File: src/rtl/temporizador_ctrl.sv
// rtl/temporizador_ctrl.sv - run-control sequencer for the seconds timer
// Conditions the push-buttons, runs the IDLE/RUN/PAUSE/DONE FSM and mirrors elapsed seconds.
module temporizador_ctrl #(
    parameter int CLKS_PER_SEC = 50000000,
    parameter int TIME_LIMIT   = 60
) (
    input  logic       clk_50,
    input  logic       reset,
    input  logic       btn_start_n,
    input  logic       btn_pause_n,
    input  logic       btn_clear_n,
    input  logic       game_over,
    output logic       tmr_reset,
    output logic       tmr_stop,
    output logic [1:0] state,
    output logic       timeout,
    output logic [9:0] elapsed
);

    typedef enum logic [1:0] {
        IDLE  = 2'd0,
        RUN   = 2'd1,
        PAUSE = 2'd2,
        DONE  = 2'd3
    } state_t;

    localparam logic [26:0] PRE_MAX = 27'(CLKS_PER_SEC - 1);
    localparam logic [9:0]  LIMIT   = 10'(TIME_LIMIT);

    state_t      r_state;
    logic        r_tmr_reset;
    logic        r_timeout;
    logic [26:0] r_pre;
    logic [9:0]  r_elapsed;

    // Bit order for all button vectors: {clear, pause, start}
    logic [2:0] r_sync1;
    logic [2:0] r_sync2;
    logic [2:0] r_edge;

    logic [2:0] w_btn;
    logic [2:0] w_ev;
    logic       w_start_ev;
    logic       w_pause_ev;
    logic       w_clear_ev;
    logic       w_adv;
    logic       w_roll;
    logic       w_limit;

    assign w_btn      = ~{btn_clear_n, btn_pause_n, btn_start_n};
    assign w_ev       = r_sync2 & ~r_edge;
    assign w_start_ev = w_ev[0];
    assign w_pause_ev = w_ev[1];
    assign w_clear_ev = w_ev[2];

    // Same enable as the timer (not stopped, not in reset) keeps the count in lockstep
    assign w_adv   = (r_state == RUN) && !r_tmr_reset;
    assign w_roll  = w_adv && (r_pre == PRE_MAX);
    assign w_limit = w_roll && ((r_elapsed + 10'd1) == LIMIT);

    always_ff @(posedge clk_50 or posedge reset) begin
        if (reset) begin
            r_sync1 <= 3'b000;
            r_sync2 <= 3'b000;
            r_edge  <= 3'b000;
        end else begin
            r_sync1 <= w_btn;
            r_sync2 <= r_sync1;
            r_edge  <= r_sync2;
        end
    end

    always_ff @(posedge clk_50 or posedge reset) begin
        if (reset) begin
            r_pre     <= 27'd0;
            r_elapsed <= 10'd0;
        end else if (r_tmr_reset) begin
            r_pre     <= 27'd0;
            r_elapsed <= 10'd0;
        end else if (w_adv) begin
            if (w_roll) begin
                r_pre     <= 27'd0;
                r_elapsed <= r_elapsed + 10'd1;
            end else begin
                r_pre <= r_pre + 27'd1;
            end
        end
    end

    always_ff @(posedge clk_50 or posedge reset) begin
        if (reset) begin
            r_state     <= IDLE;
            r_tmr_reset <= 1'b1;
            r_timeout   <= 1'b0;
        end else begin
            case (r_state)
                IDLE: begin
                    r_tmr_reset <= 1'b1;
                    r_timeout   <= 1'b0;
                    if (w_start_ev && !w_clear_ev) begin
                        r_state <= RUN;
                    end
                end
                RUN: begin
                    r_tmr_reset <= 1'b0;
                    if (w_clear_ev) begin
                        r_state     <= IDLE;
                        r_tmr_reset <= 1'b1;
                    end else if (game_over) begin
                        r_state <= DONE;
                    end else if (w_limit) begin
                        r_state   <= DONE;
                        r_timeout <= 1'b1;
                    end else if (w_pause_ev) begin
                        r_state <= PAUSE;
                    end
                end
                PAUSE: begin
                    if (w_clear_ev) begin
                        r_state     <= IDLE;
                        r_tmr_reset <= 1'b1;
                    end else if (w_start_ev || w_pause_ev) begin
                        r_state <= RUN;
                    end
                end
                DONE: begin
                    if (w_clear_ev) begin
                        r_state     <= IDLE;
                        r_tmr_reset <= 1'b1;
                        r_timeout   <= 1'b0;
                    end else if (w_start_ev) begin
                        r_state     <= RUN;
                        r_tmr_reset <= 1'b1;
                        r_timeout   <= 1'b0;
                    end
                end
                default: begin
                    r_state     <= IDLE;
                    r_tmr_reset <= 1'b1;
                    r_timeout   <= 1'b0;
                end
            endcase
        end
    end

    assign tmr_reset = r_tmr_reset;
    assign tmr_stop  = (r_state != RUN);
    assign state     = r_state;
    assign timeout   = r_timeout;
    assign elapsed   = r_elapsed;

endmodule

File: config.mk
export PLATFORM = sky130hd
export DESIGN_NAME = temporizador_ctrl
export DESIGN_NICKNAME = d
export VERILOG_FILES = /design/src/rtl/temporizador_ctrl.sv
export SDC_FILE = /design/constraint.sdc
export NUM_CORES = 1
export LEC_CHECK = 0
export CELL_PAD_IN_SITES_DETAIL_PLACEMENT = 2
export CELL_PAD_IN_SITES_GLOBAL_PLACEMENT = 2
export CORE_ASPECT_RATIO = 0.75
export CORE_MARGIN = 2
export CORE_UTILIZATION = 38
export CTS_BUF_LIST = sky130_fd_sc_hd__clkbuf_4 sky130_fd_sc_hd__clkbuf_8
export DETAILED_ROUTE_END_ITERATION = 8
export PLACE_DENSITY_LB_ADDON = 0.1
export SLEW_MARGIN = 20
export SYNTH_ARGS = -nofsm -noshare
export SYNTH_HDL_FRONTEND = slang
export SYNTH_SLANG_ARGS = --single-unit
File: constraint.sdc
create_clock -name clk_50 -period 2.5 [get_ports clk_50]
set_input_delay 0.5 -clock clk_50 [delete_from_list [all_inputs] [get_ports clk_50]]
set_output_delay 0.5 -clock clk_50 [all_outputs]
set_load 0.05 [all_outputs]
==> flow_metrics.py, run 1 <==
metrics = {
    "run_status": {
        "status": "complete, no violations",
    },
    "sta": {
        "worst_pin_slew_ps": 629,
        "min_period_ps": 2230,
        "period_share": 0.892,
        "tns_ps": 0,
        "slew_headroom": 0.579,
        "drv_slew": 0,
        "layout_setup_ws_ps": 269,
        "finalClockSkew_ps": 9.80,
        "max_freq_ghz": 0.448,
        "final-setup-viol-count": 0,
        "rsz0062_at_grt": "no",
        "final_hold_viol_count": 0,
    },
    "pwr": {
        "vdd_ir_drop_max_mv": 0.260,
        "power_density_mw_per_mm2": 557,
        "leakage_nw": 1.25,
    },
    "floorplanning": {
        "core-area_sq_mm": 0.00683,
        "start_util": 0.394,
        "die_width_um": 101,
        "row_count": 26,
        "die_h_um": 76.9,
        "pin_count": 21,
        "die-area_sq_mm": 0.00778,
    },
    "synth": {
        "synth_edf_count": 0,
        "ys_ff_latch": 50,
        "synth_largest_area_cell": "dfrtp_1",
        "syn_inst": 280,
        "synth_fp_nets": 289,
        "synth.cell_area_sq_mm": 0.00269,
        "synth_common_cells": "49 x dfrtp_1, 26 x nor2_1, 25 x nand2_1",
        "yosys_warnings": 0,
        "synth_ff_type": "dfrtp_1",
        "syn_area_per_cell_sq_um": 9.62,
        "yosysSeqAreaShare": 0.465,
        "yosysMostFrequentCell": "dfrtp_1",
        "ys_types": 54,
        "ys_top_cells_by_area": "dfrtp_1 46%, xnor2_1 4.9%, nor2_1 3.6%",
        "yosysTopAreaCellShare": 0.455,
        "async_flop_share": 1.00,
    },
    "placement": {
        "place_ws_ps": 231,
        "gp_congestion": 0.802,
        "dpl-instance-area_sq_mm": 0.00298,
        "place.detailed.hpwl_mm": 5.67,
        "dp_cells": 381,
        "io_buffers": 20,
    },
    "worst_setup_path": {
        "crit_start": "tmr_reset",
        "r2r_cells": 6,
        "r2r_end": "r_pre[15]",
        "cp_cell_sequence": "clkdlybuf4s50_1",
        "reg2reg_slack_ps": 280,
        "worstSetupEndpointType": "primary output",
        "cp.required_ps": 2000,
        "critPathKind": "reg2out",
        "cp.buffers_inverters": 1,
        "cpPeakStageDelay_ps": 820,
        "cp-endpoint": "tmr_reset",
        "start_kind": "register",
        "path_delay_family": "buffers and inverters",
        "critPathMaxFanout": 4,
        "critPathSlowestCell": "clkdlybuf4s50_1",
        "worstSetupPathDepth": 1,
        "reg2reg_from": "r_pre[9]",
        "arrival_ps": 1730,
    },
    "grt": {
        "gr-usage-all-layers": 0.213,
        "overflow": 0,
        "grt_max_degree": 26,
        "grt_pass1_wl_mm": 12.7,
        "antenna_found_initial": 0,
        "grt_pass1_vias": 2387,
    },
    "routing": {
        "firstDrtPassIters": 4,
        "num_vias": 2264,
        "drt_first_iter_violations": 100,
        "routed_via_density": 5.82,
        "ant_nets": 0,
        "routedWlPerCell_um": 19.7,
        "drc": 0,
        "drt-total-wl_mm": 7.68,
    },
    "layout": {
        "antenna_cells": 0,
        "area_growth_pct": 14.8,
        "layoutNonFillerInstCount": 389,
        "utilization": 0.453,
        "design_area_sq_mm": 0.00309,
        "final_nets": 313,
        "drive_gt1_frac": 0.0984,
    },
    "clocking": {
        "cts_tree": "done",
        "cts_root_buf": "clkbuf_8",
        "cts_max_level": 2,
        "cts_buffers": 5,
        "clkSlewWorstSetupHoldPaths_ps": 100,
        "post_cts_buffers": 0,
        "clock-sinks": 50,
        "clk_latency_ps": 320,
        "cts_buffer_depth": 2,
    },
    "run": {
        "cap_viol_max_count": 0,
    },
    "min_path": {
        "hold_path.class": "reg2reg",
        "hp-start": "r_sync1[1]",
    },
}
-- logic make-up after synthesis --
kind of cell	synth area share
compound gates	0.115
fa+ha+maj	0.0139
xor+xnor	0.0683
mux	0.00372
simple gates	0.291
flops	0.465
buf+inv	0.0432
-- flip-flops by register name, summed over array words and instances (netlist names) --
signal and flops:
r_edge 3, state 2, r_sync2 3, elapsed 10, r_pre 27, timeout 1
tmr_reset 1, r_sync1 3
-- stage by stage --
step	total power [W]	hold slack, ps
final	0.00172	360
after global routing	0.00180	367
after CTS	0.00174	364
after detailed placement	0.00120	340
after global placement	0.00120	335
after floorplan	0.00108	331
-- area by class of cell --
class,count,area [sq um]
fill,754,3740
multi-input combinational,207,1330
sequential,50,1250
timing repair buffer,28,258
tap,84,105
clock buffer,6,82.6
inverter,12,45.0
clock inverter,2,17.5
-- layout by cell type, fill, tap and decap left out, types with 5 or more instances in the layout --
master,instances
a21oi_1,8
and3_1,7
and4_1,7
buf_4,9
clkbuf_8,6
clkdlybuf4s50_1,19
dfrtp_1,49
inv_1,9
nand2_1,25
nand3_1,18
nand4_1,6
nor2_1,26
nor2b_1,5
nor3_1,9
nor4_1,8
o21ai_0,8
xnor2_1,15
xor2_1,6
-- worst min-delay path by stage --
| stage | end | slack (ps) | cells past startpoint |
|---|---|---|---|
| detailed placement | r_sync2[1] | 340 | 0 |
| CTS | r_sync2[1] | 360 | 0 |
| global route | r_sync2[1] | 370 | 0 |
| floorplan | r_sync2[0] | 330 | 0 |
| global placement | r_sync2[2] | 340 | 0 |
| finish | r_sync2[1] | 360 | 0 |
-- layer usage --
metal | routed length (um) | global-route usage | up-vias
met2 | 3460 | 0.311 | 36
met1 | 3920 | 0.326 | 1168
met5 | 0 | 0 | -
met4 | 70 | 0.0446 | 0
met3 | 232 | 0.0383 | 7
li1 | - | - | 1053
-- power breakdown --
part	internal, W	switching [W]	leakage (nW)
sequential	0.000835	0.0000336	0.670
clock	0.000229	0.000303	0.0514
combinational	0.0000967	0.000225	0.525
total	0.00116	0.000562	1.25
-- timing repair --
item / 4_1_cts / 5_1_grt
setup endpoints to repair: 0 / 1
gates resized for setup: 0 / 1
hold buffers: 0 / 0
No activity file was read; power rests on OpenSTA's default activity.
==> run 2, diff against run 1 <==
--- a/config.mk
+++ b/config.mk
@@ -12,7 +12,8 @@
 export CORE_UTILIZATION = 38
 export CTS_BUF_LIST = sky130_fd_sc_hd__clkbuf_4 sky130_fd_sc_hd__clkbuf_8
 export DETAILED_ROUTE_END_ITERATION = 8
-export PLACE_DENSITY_LB_ADDON = 0.1
+export PLACE_DENSITY = 0.77
+export SKIP_CTS_REPAIR_TIMING = 1
 export SLEW_MARGIN = 20
 export SYNTH_ARGS = -nofsm -noshare
 export SYNTH_HDL_FRONTEND = slang
==> flow_metrics.py, run 2 (same netlist as run 1, synthesis figures left out) <==
metrics = {
    "layout": {
        "drive_gt1_frac": 0.119,
        "most-common-layout-cells": "49 x dfrtp_1, 26 x nor2_1, 25 x nand2_1",
        "design_area_sq_mm": 0.00317,
        "final_nets": 319,
        "layout_commonest_cell": "dfrtp_1",
        "regMostFlops": "r_pre",
        "largest_register_ffs": 27,
        "area_growth_pct": 17.6,
        "utilization": 0.464,
        "antenna_cells": 0,
    },
    "pwr": {
        "power_density_mw_per_mm2": 580,
        "seqPwrFrac": 0.477,
        "vdd_ir_drop_max_mv": 0.288,
        "p_clk_frac": 0.339,
        "switching_share": 0.307,
        "netSwitchingPower_w": 0.000563,
        "share_comb_of_total_power": 0.183,
        "internal_power_w": 0.00127,
        "leakage_nw": 1.29,
    },
    "grt": {
        "grt_pass1_wl_mm": 13.3,
        "grt-busiest-layer": "met1",
        "grt_max_degree": 30,
        "antenna_found_initial": 0,
        "grt_pass1_vias": 2426,
        "grt.met1_usage": 0.338,
        "overflow": 0,
        "gr-usage-all-layers": 0.222,
        "gr-usage-met2": 0.334,
        "use_met3": 0.0337,
    },
    "clocking": {
        "clk_latency_ps": 310,
        "cts_root_buf": "clkbuf_8",
        "clkSlewWorstSetupHoldPaths_ps": 100,
        "cts_buffers": 5,
        "clock-sinks": 50,
        "cts_buffer_depth": 2,
        "cts_max_level": 2,
        "cts_tree": "done",
    },
    "floorplanning": {
        "row_count": 26,
        "core-area_sq_mm": 0.00683,
        "pin_count": 21,
        "die_h_um": 76.9,
        "die_width_um": 101,
        "die-area_sq_mm": 0.00778,
        "start_util": 0.394,
    },
    "sta": {
        "rsz0062_at_grt": "no",
        "finalClockSkew_ps": 8.89,
        "holdWs_ps": 368,
        "final-setup-viol-count": 0,
        "period_share": 0.929,
        "tns_ps": 0,
        "final_hold_viol_count": 0,
        "slew_headroom": 0.610,
        "worst_pin_slew_ps": 584,
        "min_period_ps": 2320,
        "max_freq_ghz": 0.431,
        "drv_slew": 0,
    },
    "routing": {
        "drt_first_iter_violations": 84,
        "routedWlPerCell_um": 20.4,
        "routed_via_density": 5.87,
        "ant_nets": 0,
        "drc": 0,
        "firstDrtPassIters": 4,
        "num_vias": 2317,
        "drt-total-wl_mm": 8.05,
    },
    "placement": {
        "io_buffers": 20,
        "place.detailed.hpwl_mm": 5.91,
        "gp_congestion": 0.803,
        "dpl-instance-area_sq_mm": 0.00304,
    },
    "worst_setup_path": {
        "r2r_cells": 5,
        "start_kind": "register",
        "cp.required_ps": 2000,
        "critPathKind": "reg2out",
        "worstSetupEndpointType": "primary output",
        "arrival_ps": 1820,
        "critPathMaxFanout": 9,
    },
    "run": {
        "cap_viol_max_count": 0,
    },
    "min_path": {
        "hold_path.class": "reg2reg",
        "whs_path_depth": 0,
    },
    "run_status": {
        "status": "complete, no violations",
    },
}
==> run 2: cell types whose count changed in the layout (fill, tap and decap cells not counted), sizes merged <==
cell,delta
buf,+6
clkinv,-3
bufinv,+1
clkinvlp,+1
inv,+1
==> run 2: power groups by stage <==
stage,Sequential [W],Combinational [W],Clock [W]
5_1_grt,0.000882,0.000363,0.000668
4_1_cts,0.000877,0.000335,0.000642
6_report,0.000876,0.000337,0.000623
3_3_place_gp,0.000891,0.000321,0
3_5_place_dp,0.000892,0.000331,0
2_1_floorplan,0.000913,0.000169,0
==> run 2: final timing paths <==
| check | startpoint | to | slack, ps |
|---|---|---|---|
| setup / recovery | state[0] | tmr_stop | 180 |
| min in group asynchronous | reset | r_sync1[2] | 540 |
| hold / removal | r_sync1[0] | r_sync2[0] | 370 |
| hold reg to reg | r_sync1[0] | r_sync2[0] | 370 |
| max in group asynchronous | reset | tmr_reset | 1360 |
| setup reg to reg | r_pre[9] | r_pre[9] | 330 |
==> run 2: metal layers <==
metal,share of wire,wire length (um),vias to the layer above
met3,0.030,242,5
li1,-,-,1071
met4,0.0068,55,0
met2,0.45,3630,33
met5,0,0,-
met1,0.51,4110,1208
==> run 2: layout make-up <==
| type | instances | area (sq um) |
|---|---|---|
| flip-flops and latches | 50 | 1250 |
| clock buffers | 6 | 82.6 |
| repair buffers | 34 | 315 |
| fillers | 729 | 3660 |
| clock inverters | 2 | 38.8 |
| multi-input cells | 207 | 1320 |
| inverters | 12 | 48.8 |
| well taps | 84 | 105 |
==> run 2: through the flow <==
stage / total power [W] / std cells / setup slack [ps]
finish: 0.00184 / 395 / 178
global route: 0.00191 / 395 / 80.5
CTS: 0.00185 / 395 / 85.8
detailed placement: 0.00122 / 387 / 379
global placement: 0.00121 / 387 / 459
floorplan: 0.00108 / 280 / 237
==> run 2: worst max-delay path, stage by stage, from the launching register on <==
cell and delay [ps]:
dfrtp_1 530, nor2b_1 260, buf_4 190, clkinvlp_4 250
buf_4 280
